$ cat config.mk
export PLATFORM = sky130hd
export DESIGN_NAME = data_path_flat
export DESIGN_NICKNAME = d
export VERILOG_FILES = /design/src/rtl/data_path_pkg.sv /design/src/rtl/data_path_if.sv /design/src/rtl/data_path_dp_reg.sv /design/src/rtl/data_path.sv /design/src/flat_wrapper.sv
export SDC_FILE = /design/constraint.sdc
export NUM_CORES = 1
export LEC_CHECK = 0
export ABC_AREA = 1
export CORE_MARGIN = 2
export CORE_UTILIZATION = 35
export CTS_BUF_LIST = sky130_fd_sc_hd__clkbuf_4
export CTS_CLUSTER_SIZE = 14
export DETAILED_ROUTE_END_ITERATION = 8
export GPL_ROUTABILITY_DRIVEN = 0
export HOLD_SLACK_MARGIN = 0.06
export PLACE_DENSITY = 0.75
export SLEW_MARGIN = 25
export SYNTH_ARGS = -nofsm -noshare
export SYNTH_HDL_FRONTEND = slang
export SYNTH_SLANG_ARGS = --single-unit
$ cat constraint.sdc
create_clock -name clock -period 1.7 [get_ports clock]
set_input_delay 0.34 -clock clock [delete_from_list [all_inputs] [get_ports clock]]
set_output_delay 0.34 -clock clock [all_outputs]
set_load 0.02 [all_outputs]
$ cat src/rtl/data_path_pkg.sv
`default_nettype none
// ============================================================================
// Package  : datapath_pkg
// Desc     : Shared width constant and bus-select / ALU-op encodings.
// Revision : 1.0
// ============================================================================
package datapath_pkg;

    localparam int DATA_WIDTH = 32;

    typedef enum logic [2:0] {
        SEL_NONE = 3'd0,
        SEL_MDR  = 3'd1,
        SEL_ZLO  = 3'd2,
        SEL_R2   = 3'd3,
        SEL_R3   = 3'd4,
        SEL_PC   = 3'd5
    } bus_sel_e;

    typedef enum logic [1:0] {
        OP_NONE = 2'd0,
        OP_AND  = 2'd1,
        OP_OR   = 2'd2,
        OP_INC  = 2'd3
    } alu_op_e;

endpackage
`default_nettype wire

$ cat src/rtl/data_path_if.sv
`default_nettype none
// ============================================================================
// Interface : data_path_if
// Desc      : Control strobes, memory data and register observation bus.
//             The OR strobe exists only when DATAPATH_OR_OP_EN is defined.
// Revision  : 1.0
// ============================================================================
interface data_path_if #(
    parameter int DATA_WIDTH = 32
);
    logic [DATA_WIDTH-1:0] Mdatain;
    logic                  Read;
    logic                  MDRin, IRin, Yin, R1in, R2in, R3in;
    logic                  PCout, Zlowout, MDRout, R2out, R3out;
    logic                  AND;
`ifdef DATAPATH_OR_OP_EN
    logic                  OR;
`endif
    logic [DATA_WIDTH-1:0] BusMuxOut;
    logic [DATA_WIDTH-1:0] PC_q, IR_q, MDR_q, Y_q, R1_q, R2_q, R3_q;
    logic [DATA_WIDTH-1:0] Zlow_q, Zhigh_q;

    modport master (
`ifdef DATAPATH_OR_OP_EN
        output OR,
`endif
        output Mdatain, Read,
        output MDRin, IRin, Yin, R1in, R2in, R3in,
        output PCout, Zlowout, MDRout, R2out, R3out, AND,
        input  BusMuxOut, PC_q, IR_q, MDR_q, Y_q, R1_q, R2_q, R3_q,
        input  Zlow_q, Zhigh_q
    );

    modport slave (
`ifdef DATAPATH_OR_OP_EN
        input  OR,
`endif
        input  Mdatain, Read,
        input  MDRin, IRin, Yin, R1in, R2in, R3in,
        input  PCout, Zlowout, MDRout, R2out, R3out, AND,
        output BusMuxOut, PC_q, IR_q, MDR_q, Y_q, R1_q, R2_q, R3_q,
        output Zlow_q, Zhigh_q
    );

endinterface
`default_nettype wire

$ cat src/rtl/data_path_dp_reg.sv
`default_nettype none
// ============================================================================
// Module   : dp_reg
// Desc     : Width-parameterised register with load enable, async active-low
//            clear and configurable reset value.
// Revision : 1.0
// ============================================================================
module dp_reg #(
    parameter int               WIDTH     = 32,
    parameter logic [WIDTH-1:0] RESET_VAL = '0
) (
    input  wire logic             clk,
    input  wire logic             rst_n,
    input  wire logic             i_en,
    input  wire logic [WIDTH-1:0] i_d,
    output logic      [WIDTH-1:0] o_q
);

    logic [WIDTH-1:0] r_q;

    always_ff @(posedge clk or negedge rst_n) begin
        if (!rst_n) begin
            r_q <= RESET_VAL;
        end else if (i_en) begin
            r_q <= i_d;
        end
    end

    assign o_q = r_q;

endmodule
`default_nettype wire

$ cat src/rtl/data_path.sv
`default_nettype none
// ============================================================================
// Module   : data_path
// Desc     : Single-bus CPU datapath (PC, IR, MDR, Y, Z, R1-R3, bus mux, ALU).
//            Optional OR operation enabled by DATAPATH_OR_OP_EN.
// Revision : 1.0
// ============================================================================
module data_path
    import datapath_pkg::*;
#(
    parameter int                    DATA_WIDTH = datapath_pkg::DATA_WIDTH,
    parameter logic [DATA_WIDTH-1:0] PC_RESET   = '0
) (
    input  wire logic  clock,
    input  wire logic  clear,
    data_path_if.slave dp
);

    bus_sel_e              w_sel;
    alu_op_e               w_op;
    logic [DATA_WIDTH-1:0] w_bus;
    logic [DATA_WIDTH-1:0] w_alu;
    logic                  w_z_en;
    logic [DATA_WIDTH-1:0] w_mdr_d;
    logic [DATA_WIDTH-1:0] w_pc, w_ir, w_mdr, w_y, w_r1, w_r2, w_r3, w_zlo, w_zhi;

    // Fixed priority resolves overlapping selects; one-hot use never notices.
    always_comb begin
        w_sel = SEL_NONE;
        if (dp.MDRout) begin
            w_sel = SEL_MDR;
        end else if (dp.Zlowout) begin
            w_sel = SEL_ZLO;
        end else if (dp.R2out) begin
            w_sel = SEL_R2;
        end else if (dp.R3out) begin
            w_sel = SEL_R3;
        end else if (dp.PCout) begin
            w_sel = SEL_PC;
        end
    end

    always_comb begin
        w_bus = '0;
        case (w_sel)
            SEL_MDR: w_bus = w_mdr;
            SEL_ZLO: w_bus = w_zlo;
            SEL_R2:  w_bus = w_r2;
            SEL_R3:  w_bus = w_r3;
            SEL_PC:  w_bus = w_pc;
            default: w_bus = '0;
        endcase
    end

    // PCout doubles as the increment request when no logic op is strobed.
    always_comb begin
        w_op = OP_NONE;
        if (dp.AND) begin
            w_op = OP_AND;
        end
`ifdef DATAPATH_OR_OP_EN
        else if (dp.OR) begin
            w_op = OP_OR;
        end
`endif
        else if (dp.PCout) begin
            w_op = OP_INC;
        end
    end

    always_comb begin
        w_alu = '0;
        case (w_op)
            OP_AND:  w_alu = w_y & w_bus;
            OP_OR:   w_alu = w_y | w_bus;
            OP_INC:  w_alu = w_bus + DATA_WIDTH'(1);
            default: w_alu = '0;
        endcase
    end

    assign w_z_en  = (w_op != OP_NONE);
    assign w_mdr_d = dp.Read ? dp.Mdatain : w_bus;

    dp_reg #(.WIDTH(DATA_WIDTH), .RESET_VAL(PC_RESET)) u_pc (
        .clk(clock), .rst_n(clear), .i_en(1'b0), .i_d(w_pc), .o_q(w_pc)
    );
    dp_reg #(.WIDTH(DATA_WIDTH)) u_ir (
        .clk(clock), .rst_n(clear), .i_en(dp.IRin), .i_d(w_bus), .o_q(w_ir)
    );
    dp_reg #(.WIDTH(DATA_WIDTH)) u_mdr (
        .clk(clock), .rst_n(clear), .i_en(dp.MDRin), .i_d(w_mdr_d), .o_q(w_mdr)
    );
    dp_reg #(.WIDTH(DATA_WIDTH)) u_y (
        .clk(clock), .rst_n(clear), .i_en(dp.Yin), .i_d(w_bus), .o_q(w_y)
    );
    dp_reg #(.WIDTH(DATA_WIDTH)) u_r1 (
        .clk(clock), .rst_n(clear), .i_en(dp.R1in), .i_d(w_bus), .o_q(w_r1)
    );
    dp_reg #(.WIDTH(DATA_WIDTH)) u_r2 (
        .clk(clock), .rst_n(clear), .i_en(dp.R2in), .i_d(w_bus), .o_q(w_r2)
    );
    dp_reg #(.WIDTH(DATA_WIDTH)) u_r3 (
        .clk(clock), .rst_n(clear), .i_en(dp.R3in), .i_d(w_bus), .o_q(w_r3)
    );
    dp_reg #(.WIDTH(DATA_WIDTH)) u_zlo (
        .clk(clock), .rst_n(clear), .i_en(w_z_en), .i_d(w_alu), .o_q(w_zlo)
    );
    dp_reg #(.WIDTH(DATA_WIDTH)) u_zhi (
        .clk(clock), .rst_n(clear), .i_en(w_z_en), .i_d({DATA_WIDTH{1'b0}}), .o_q(w_zhi)
    );

    assign dp.BusMuxOut = w_bus;
    assign dp.PC_q      = w_pc;
    assign dp.IR_q      = w_ir;
    assign dp.MDR_q     = w_mdr;
    assign dp.Y_q       = w_y;
    assign dp.R1_q      = w_r1;
    assign dp.R2_q      = w_r2;
    assign dp.R3_q      = w_r3;
    assign dp.Zlow_q    = w_zlo;
    assign dp.Zhigh_q   = w_zhi;

endmodule
`default_nettype wire

$ cat src/flat_wrapper.sv
// flat-port wrapper written by rule: the top's interface ports become plain ports
module data_path_flat import datapath_pkg::*;
#(
    parameter int                    DATA_WIDTH = datapath_pkg::DATA_WIDTH,
    parameter logic [DATA_WIDTH-1:0] PC_RESET   = '0
)
  (clock, clear, dp_Mdatain, dp_Read, dp_MDRin, dp_IRin, dp_Yin, dp_R1in, dp_R2in, dp_R3in, dp_PCout, dp_Zlowout, dp_MDRout, dp_R2out, dp_R3out, dp_AND, dp_BusMuxOut, dp_PC_q, dp_IR_q, dp_MDR_q, dp_Y_q, dp_R1_q, dp_R2_q, dp_R3_q, dp_Zlow_q, dp_Zhigh_q);
  data_path_if #(.DATA_WIDTH(DATA_WIDTH)) dp_i ();
  input  wire logic clock;
  input  wire logic clear;
  input wire logic [$bits(dp_i.Mdatain)-1:0] dp_Mdatain;
  input wire logic [$bits(dp_i.Read)-1:0] dp_Read;
  input wire logic [$bits(dp_i.MDRin)-1:0] dp_MDRin;
  input wire logic [$bits(dp_i.IRin)-1:0] dp_IRin;
  input wire logic [$bits(dp_i.Yin)-1:0] dp_Yin;
  input wire logic [$bits(dp_i.R1in)-1:0] dp_R1in;
  input wire logic [$bits(dp_i.R2in)-1:0] dp_R2in;
  input wire logic [$bits(dp_i.R3in)-1:0] dp_R3in;
  input wire logic [$bits(dp_i.PCout)-1:0] dp_PCout;
  input wire logic [$bits(dp_i.Zlowout)-1:0] dp_Zlowout;
  input wire logic [$bits(dp_i.MDRout)-1:0] dp_MDRout;
  input wire logic [$bits(dp_i.R2out)-1:0] dp_R2out;
  input wire logic [$bits(dp_i.R3out)-1:0] dp_R3out;
  input wire logic [$bits(dp_i.AND)-1:0] dp_AND;
  output wire logic [$bits(dp_i.BusMuxOut)-1:0] dp_BusMuxOut;
  output wire logic [$bits(dp_i.PC_q)-1:0] dp_PC_q;
  output wire logic [$bits(dp_i.IR_q)-1:0] dp_IR_q;
  output wire logic [$bits(dp_i.MDR_q)-1:0] dp_MDR_q;
  output wire logic [$bits(dp_i.Y_q)-1:0] dp_Y_q;
  output wire logic [$bits(dp_i.R1_q)-1:0] dp_R1_q;
  output wire logic [$bits(dp_i.R2_q)-1:0] dp_R2_q;
  output wire logic [$bits(dp_i.R3_q)-1:0] dp_R3_q;
  output wire logic [$bits(dp_i.Zlow_q)-1:0] dp_Zlow_q;
  output wire logic [$bits(dp_i.Zhigh_q)-1:0] dp_Zhigh_q;
  assign dp_i.Mdatain = dp_Mdatain;
  assign dp_i.Read = dp_Read;
  assign dp_i.MDRin = dp_MDRin;
  assign dp_i.IRin = dp_IRin;
  assign dp_i.Yin = dp_Yin;
  assign dp_i.R1in = dp_R1in;
  assign dp_i.R2in = dp_R2in;
  assign dp_i.R3in = dp_R3in;
  assign dp_i.PCout = dp_PCout;
  assign dp_i.Zlowout = dp_Zlowout;
  assign dp_i.MDRout = dp_MDRout;
  assign dp_i.R2out = dp_R2out;
  assign dp_i.R3out = dp_R3out;
  assign dp_i.AND = dp_AND;
  assign dp_BusMuxOut = dp_i.BusMuxOut;
  assign dp_PC_q = dp_i.PC_q;
  assign dp_IR_q = dp_i.IR_q;
  assign dp_MDR_q = dp_i.MDR_q;
  assign dp_Y_q = dp_i.Y_q;
  assign dp_R1_q = dp_i.R1_q;
  assign dp_R2_q = dp_i.R2_q;
  assign dp_R3_q = dp_i.R3_q;
  assign dp_Zlow_q = dp_i.Zlow_q;
  assign dp_Zhigh_q = dp_i.Zhigh_q;
  data_path #(.DATA_WIDTH(DATA_WIDTH), .PC_RESET(PC_RESET)) u_core (.clock(clock), .clear(clear), .dp(dp_i));
endmodule
# --- After elaboration in Yosys (flattened, before gate mapping) ---
# Cells that the tools add are included.
totals:
  word_cells: 28
  in_bits: 47
  register_bits: 224
  output_inout_bits: 320
op_classes:
  n_eq_ne: 7
  mux: 10
  n_reduce_logical: 1
  add_sub_neg: 1
  n_bitwise: 2
ops:
  columns: ["cell", "count"]
  rows:
  - ["$pmux 32 s4", 1]
  - ["$pmux 32 s3", 1]
  - ["$add 32x1->32 const B", 1]
  - ["$and 32x32->32", 1]
  - ["$mux 32", 1]
  - ["$or 32x32->32", 1]
  - ["$mux 3", 5]
  - ["$eq 3x2->1 const B", 2]
  - ["$eq 2x2->1 const B", 2]
  - ["$mux 2", 2]
  - ["$eq 3x1->1 const B", 1]
  - ["$eq 3x3->1 const B", 1]
  - ["$eq 2x1->1 const B", 1]
  - ["$reduce_bool 2->1", 1]

# --- Depth between registers and ports, before layout ---
logic_depth:
  ltp_word: 9
  mapped_depth: 18
  mapped_depth_nobuf: 17

# --- Modules after synthesis ---
# From an unflattened synthesis, not the netlist that was laid out.
unflattened:
  hier_cells: 1904
  hier_area_um2: 14706.6
by_module_without_submodules:
  columns: ["module", "cells_per_inst", "area_each_um2", "seq_area_each_um2", "n_inst"]
  rows:
  - ["dp_reg", 136, 1292.5, 800.8, 9]
  - ["data_path", 680, 3074.2, 0.0, 1]

# --- Worst setup path before layout ---
# No wires, ideal clock.
synth_path:
  path_kind: "input port to flip-flop"
  startpoint: "input port dp_PCout"
  endpoint: "register u_core.u_zlo.r_q[23] (netlist: u_core.u_zlo.o_q[23])"
  stages: 11
  n_path_buf: 1
  required_time_ns: 1.579
  path_slack_ns: -0.260
  arrival_ns: 1.839
  setup_time_ns: 0.121
  path_cell_list: "nor2_1 > nor2_8 > buf_8 > nand3_1 > nand4_1 > nand2_1 > nor2_1 > nand3_1 > nand2_1 > nand3_1 > nand2_1"
synth_via:
  elab_chain_len: 9
  word_cells_on_any_way: 20
  classes_between: "1 x add/sub; 7 x eq/ne; 9 x mux; 2 x bitwise; 1 x reduce/logical"
synth_rtl:
  columns: ["element", "line_no", "source"]
  rows:
  - ["from (decl)", "flat_wrapper.sv:19", "input wire logic [$bits(dp_i.PCout)-1:0] dp_PCout;"]
  - ["$mux 3 (*)", "data_path.sv:38", "end else if (dp.PCout) begin"]
  - ["$mux 3 (*)", "data_path.sv:36", "end else if (dp.R3out) begin"]
  - ["$mux 3 (*)", "data_path.sv:34", "end else if (dp.R2out) begin"]
  - ["$mux 3 (*)", "data_path.sv:32", "end else if (dp.Zlowout) begin"]
  - ["$mux 3 (*)", "data_path.sv:30", "if (dp.MDRout) begin"]
  - ["$eq 3x3->1 (tied with other cells)", "data_path.sv:45", "case (w_sel)"]
  - ["$pmux 32 s4 (*)", "data_path.sv:45", null]
  - ["net dp_BusMuxOut[2]", "flat_wrapper.sv:25", "output wire logic [$bits(dp_i.BusMuxOut)-1:0] dp_BusMuxOut;"]
  - ["$add 32x1->32 (*)", "data_path.sv:76", "OP_INC: w_alu = w_bus + DATA_WIDTH'(1);"]
  - ["$pmux 32 s3 (*)", "data_path.sv:73", "case (w_op)"]
  - ["to (signal assigned)", "data_path_dp_reg.sv:25", "r_q <= i_d;"]
  - ["to (decl)", "data_path_dp_reg.sv:19", "logic [WIDTH-1:0] r_q;"]
# The timed path passes the listed nets; every way through them passes the cells marked *.
# A chain may end at the register's enable or synchronous reset.

# --- Final worst setup path ---
layout_path:
  startpoint: "register u_core.u_r2.r_q[5] (netlist: u_core.u_r2.o_q[5])"
  endpoint: "output port dp_BusMuxOut[5]"
layout_via:
  elab_chain_len: 1
layout_rtl:
  columns: ["element", "line_no"]
  rows:
  - ["from (decl)", "data_path_dp_reg.sv:19"]
  - ["from (signal assigned)", "data_path_dp_reg.sv:25"]
  - ["$pmux 32 s4", "data_path.sv:45"]
  - ["to (decl)", "flat_wrapper.sv:25"]
# No other way between the ends.

==> run summary <==
status: finished, violations left
reg-to-reg endpoint: u_core.u_zlo.o_q[20]$_DFFE_PN0P_
synthesized area per cell: 7.97 sq um
Power per Cell Area: 951 nW/um^2
vias in the first global route: 13500
Hold WS: 0.112 ns
First-pass DRT Iterations: 8
flop2flop setup slack: -0.24 ns
Post-synth EDFFs: 0
metal1 wirelength: 19.9 mm
Die H: 185 um
Area growth syn-to-layout: 70.5%
DR WL met3: 5.66 mm
gr ovfl total: 0
initial DRC count: 1525
Hold Violations, Final: 0
Setup TNS: -13.87 ns
Clock Tree Buf Depth: 3
critical path launch point type: flop
Worst-path clk slew: 0.07 ns
fin util: 0.603
cell area after placement: 16800 sq um
Post-DP HPWL: 35.0 mm
H-tree levels: 2
Seq/Total Area, Yosys: 0.490
most common cell after layout, fill and taps aside: nand2_1
Final nets: 2142
TritonCTS buffer count: 60
Root Buffer: clkbuf_4
async set-or-reset flop fraction in the synthesized netlist: 1.00
highest fanout seen on the critical path: 5
highest metal used: met4
Setup Viol. Count Final: 111
total number of vias: 13700
most frequent cells in the layout: 379 x nand2_1, 256 x buf_6, 226 x o21ai_0
Unique masters post-synth: 31
CTS sink cnt: 224
Pwr Total: 18500 uW
CTS tree: built
Fmax: 0.485 GHz
WP data required: 1.36 ns
Die W: 185 um
Max-Cap Viols: 0
Setup Skew: 0.0809 ns
Post-DRT Antenna Nets: 0
die area: 34100 sq um
failing checks: negative setup slack
worst reg-to-reg path cell count: 13
Crit Path Category: flop to output port
Largest stage delay, worst path: 0.40 ns
RSZ-0062 raised after global routing: true
largest net degree at the start of global routing: 65
clk_lat worst skew: 0.76 ns
Worst Setup End Kind: output port
final setup margin: -0.362 ns
vias per std cell: 5.32
cell area after layout: 19500 sq um
Tot GR Track Use: 0.299
share of layout cells above drive strength 1: 0.472
Slew headroom: 0.617
Worst path top cell family by delay: flip-flops
Static Leak: 0.00954 uW
WL/cell: 20.8 um
crit share post-route: 1.21
core area: 32400 sq um
PortBufs: 302
Worst Path Buf+Inv: 1
min Tclk post-route: 2.06 ns
Main synth FF type: dfrtp_1
number of remaining DRC errors: 0
Initial Utilization: 0.353
synthesized flop and latch total: 224
Slowest-stage cell, CP: dfrtp_1
CP cell instances: nand2_1, nand4_4, buf_4
CP Data Arrival Time: 1.72 ns
cell area after synthesis: 11400 sq um
filler cell count: 2660
maximum VDD drop: 0.000666 V
Slew Limit Fails: 0
slew at the pin closest to its max-slew limit: 0.574 ns
Rows: 66
FF-to-FF Start: u_core.u_r2.o_q[4]$_DFFE_PN0P_
global-route wire length before repair: 77.3 mm
Worst Hold Class: primary input to asynchronous set/reset pin
yosys warns: 0
Syn Inst Count: 1436
met2 wire length: 25.2 mm
initial antenna violation count: 1
drt total wl: 53.6 mm
Ports: 367
## cell families (layout without fill, tap and decap cells)
family / count (synthesis) / count (layout) / share of synthesized area
and+or+nand+nor: 771 / 771 / 0.304
AOI/OAI and AO/OA: 253 / 253 / 0.117
DFF: 224 / 224 / 0.490
buffers and inverters: 187 / 821 / 0.0883
other: 1 / 65 / 0.000328
## cell usage after synthesis, types with 14 or more instances
cell type | number | area share
nand3_1 | 135 | 0.059
nand2_1 | 447 | 0.15
inv_2 | 14 | 0.0046
o21ai_0 | 229 | 0.10
buf_4 | 68 | 0.045
nor2_1 | 109 | 0.036
nor2_2 | 18 | 0.0098
a32oi_1 | 16 | 0.012
inv_1 | 33 | 0.011
clkbuf_1 | 53 | 0.017
dfrtp_1 | 224 | 0.49
## flip-flops by register name (all words and copies together) (netlist names)
name / count
u_core.u_r2.o_q: 32
u_core.u_r3.o_q: 32
u_core.u_ir.o_q: 32
u_core.u_mdr.o_q: 32
u_core.u_zlo.o_q: 32
u_core.u_y.o_q: 32
u_core.u_r1.o_q: 32
## where the power goes
part           leakage, uW  switching, uW  internal (uW)
clock network     0.000425           2360           2280
registers          0.00291            624           6050
logic              0.00621           4040           3190
total              0.00954           7030          11500
## what timing repair did
action | CTS | global route
setup endpoints to repair | 289 | 175
setup buffers | 91 | 97
resized for setup | 1515 | 208
pin swaps | 88 | 75
gates cloned | 6 | 0
endpoints found under the hold margin | 224 | 0
hold buffers | 1 | 0
## metal layers
layer | up-vias | GRT usage
li1 | 5974 | -
met1 | 6512 | 0.369
met2 | 987 | 0.499
met3 | 236 | 0.0672
met4 | 0 | 0.135
met5 | - | 0
## how the worst max path moves through the flow
stage                                         start                               end  slack [ns]  cells after the start
finish               u_core.u_r2.o_q[5]$_DFFE_PN0P_                   dp_BusMuxOut[5]       -0.36                      3
global route         u_core.u_r2.o_q[5]$_DFFE_PN0P_                   dp_BusMuxOut[5]       -0.41                      3
CTS                 u_core.u_r2.o_q[11]$_DFFE_PN0P_                  dp_BusMuxOut[11]       -0.37                      5
detailed placement                         dp_R3out                  dp_BusMuxOut[13]       -1.07                     12
global placement                           dp_R3out                  dp_BusMuxOut[13]       -1.04                     12
floorplan                                  dp_R2out  u_core.u_zlo.o_q[29]$_DFFE_PN0P_       -0.19                     13
## stage by stage
step	setup WS, ns	instances
after CTS	-0.366	2530
final	-0.362	2576
after detailed placement	-1.07	2347
after floorplan	-0.190	1499
after global placement	-1.04	2347
after global routing	-0.411	2576
## layout make-up
type                    instances  area, sq um  area share
repair buffers                669         6290       0.322
multi-input cells            1088         6130       0.314
flip-flops and latches        224         5610       0.288
clock buffers                  84          631      0.0323
well taps                     442          553      0.0284
inverters                      52          203      0.0104
clock inverters                16         83.8     0.00430
diodes                          1         2.50    0.000128
(Power assumes the default switching activity.)
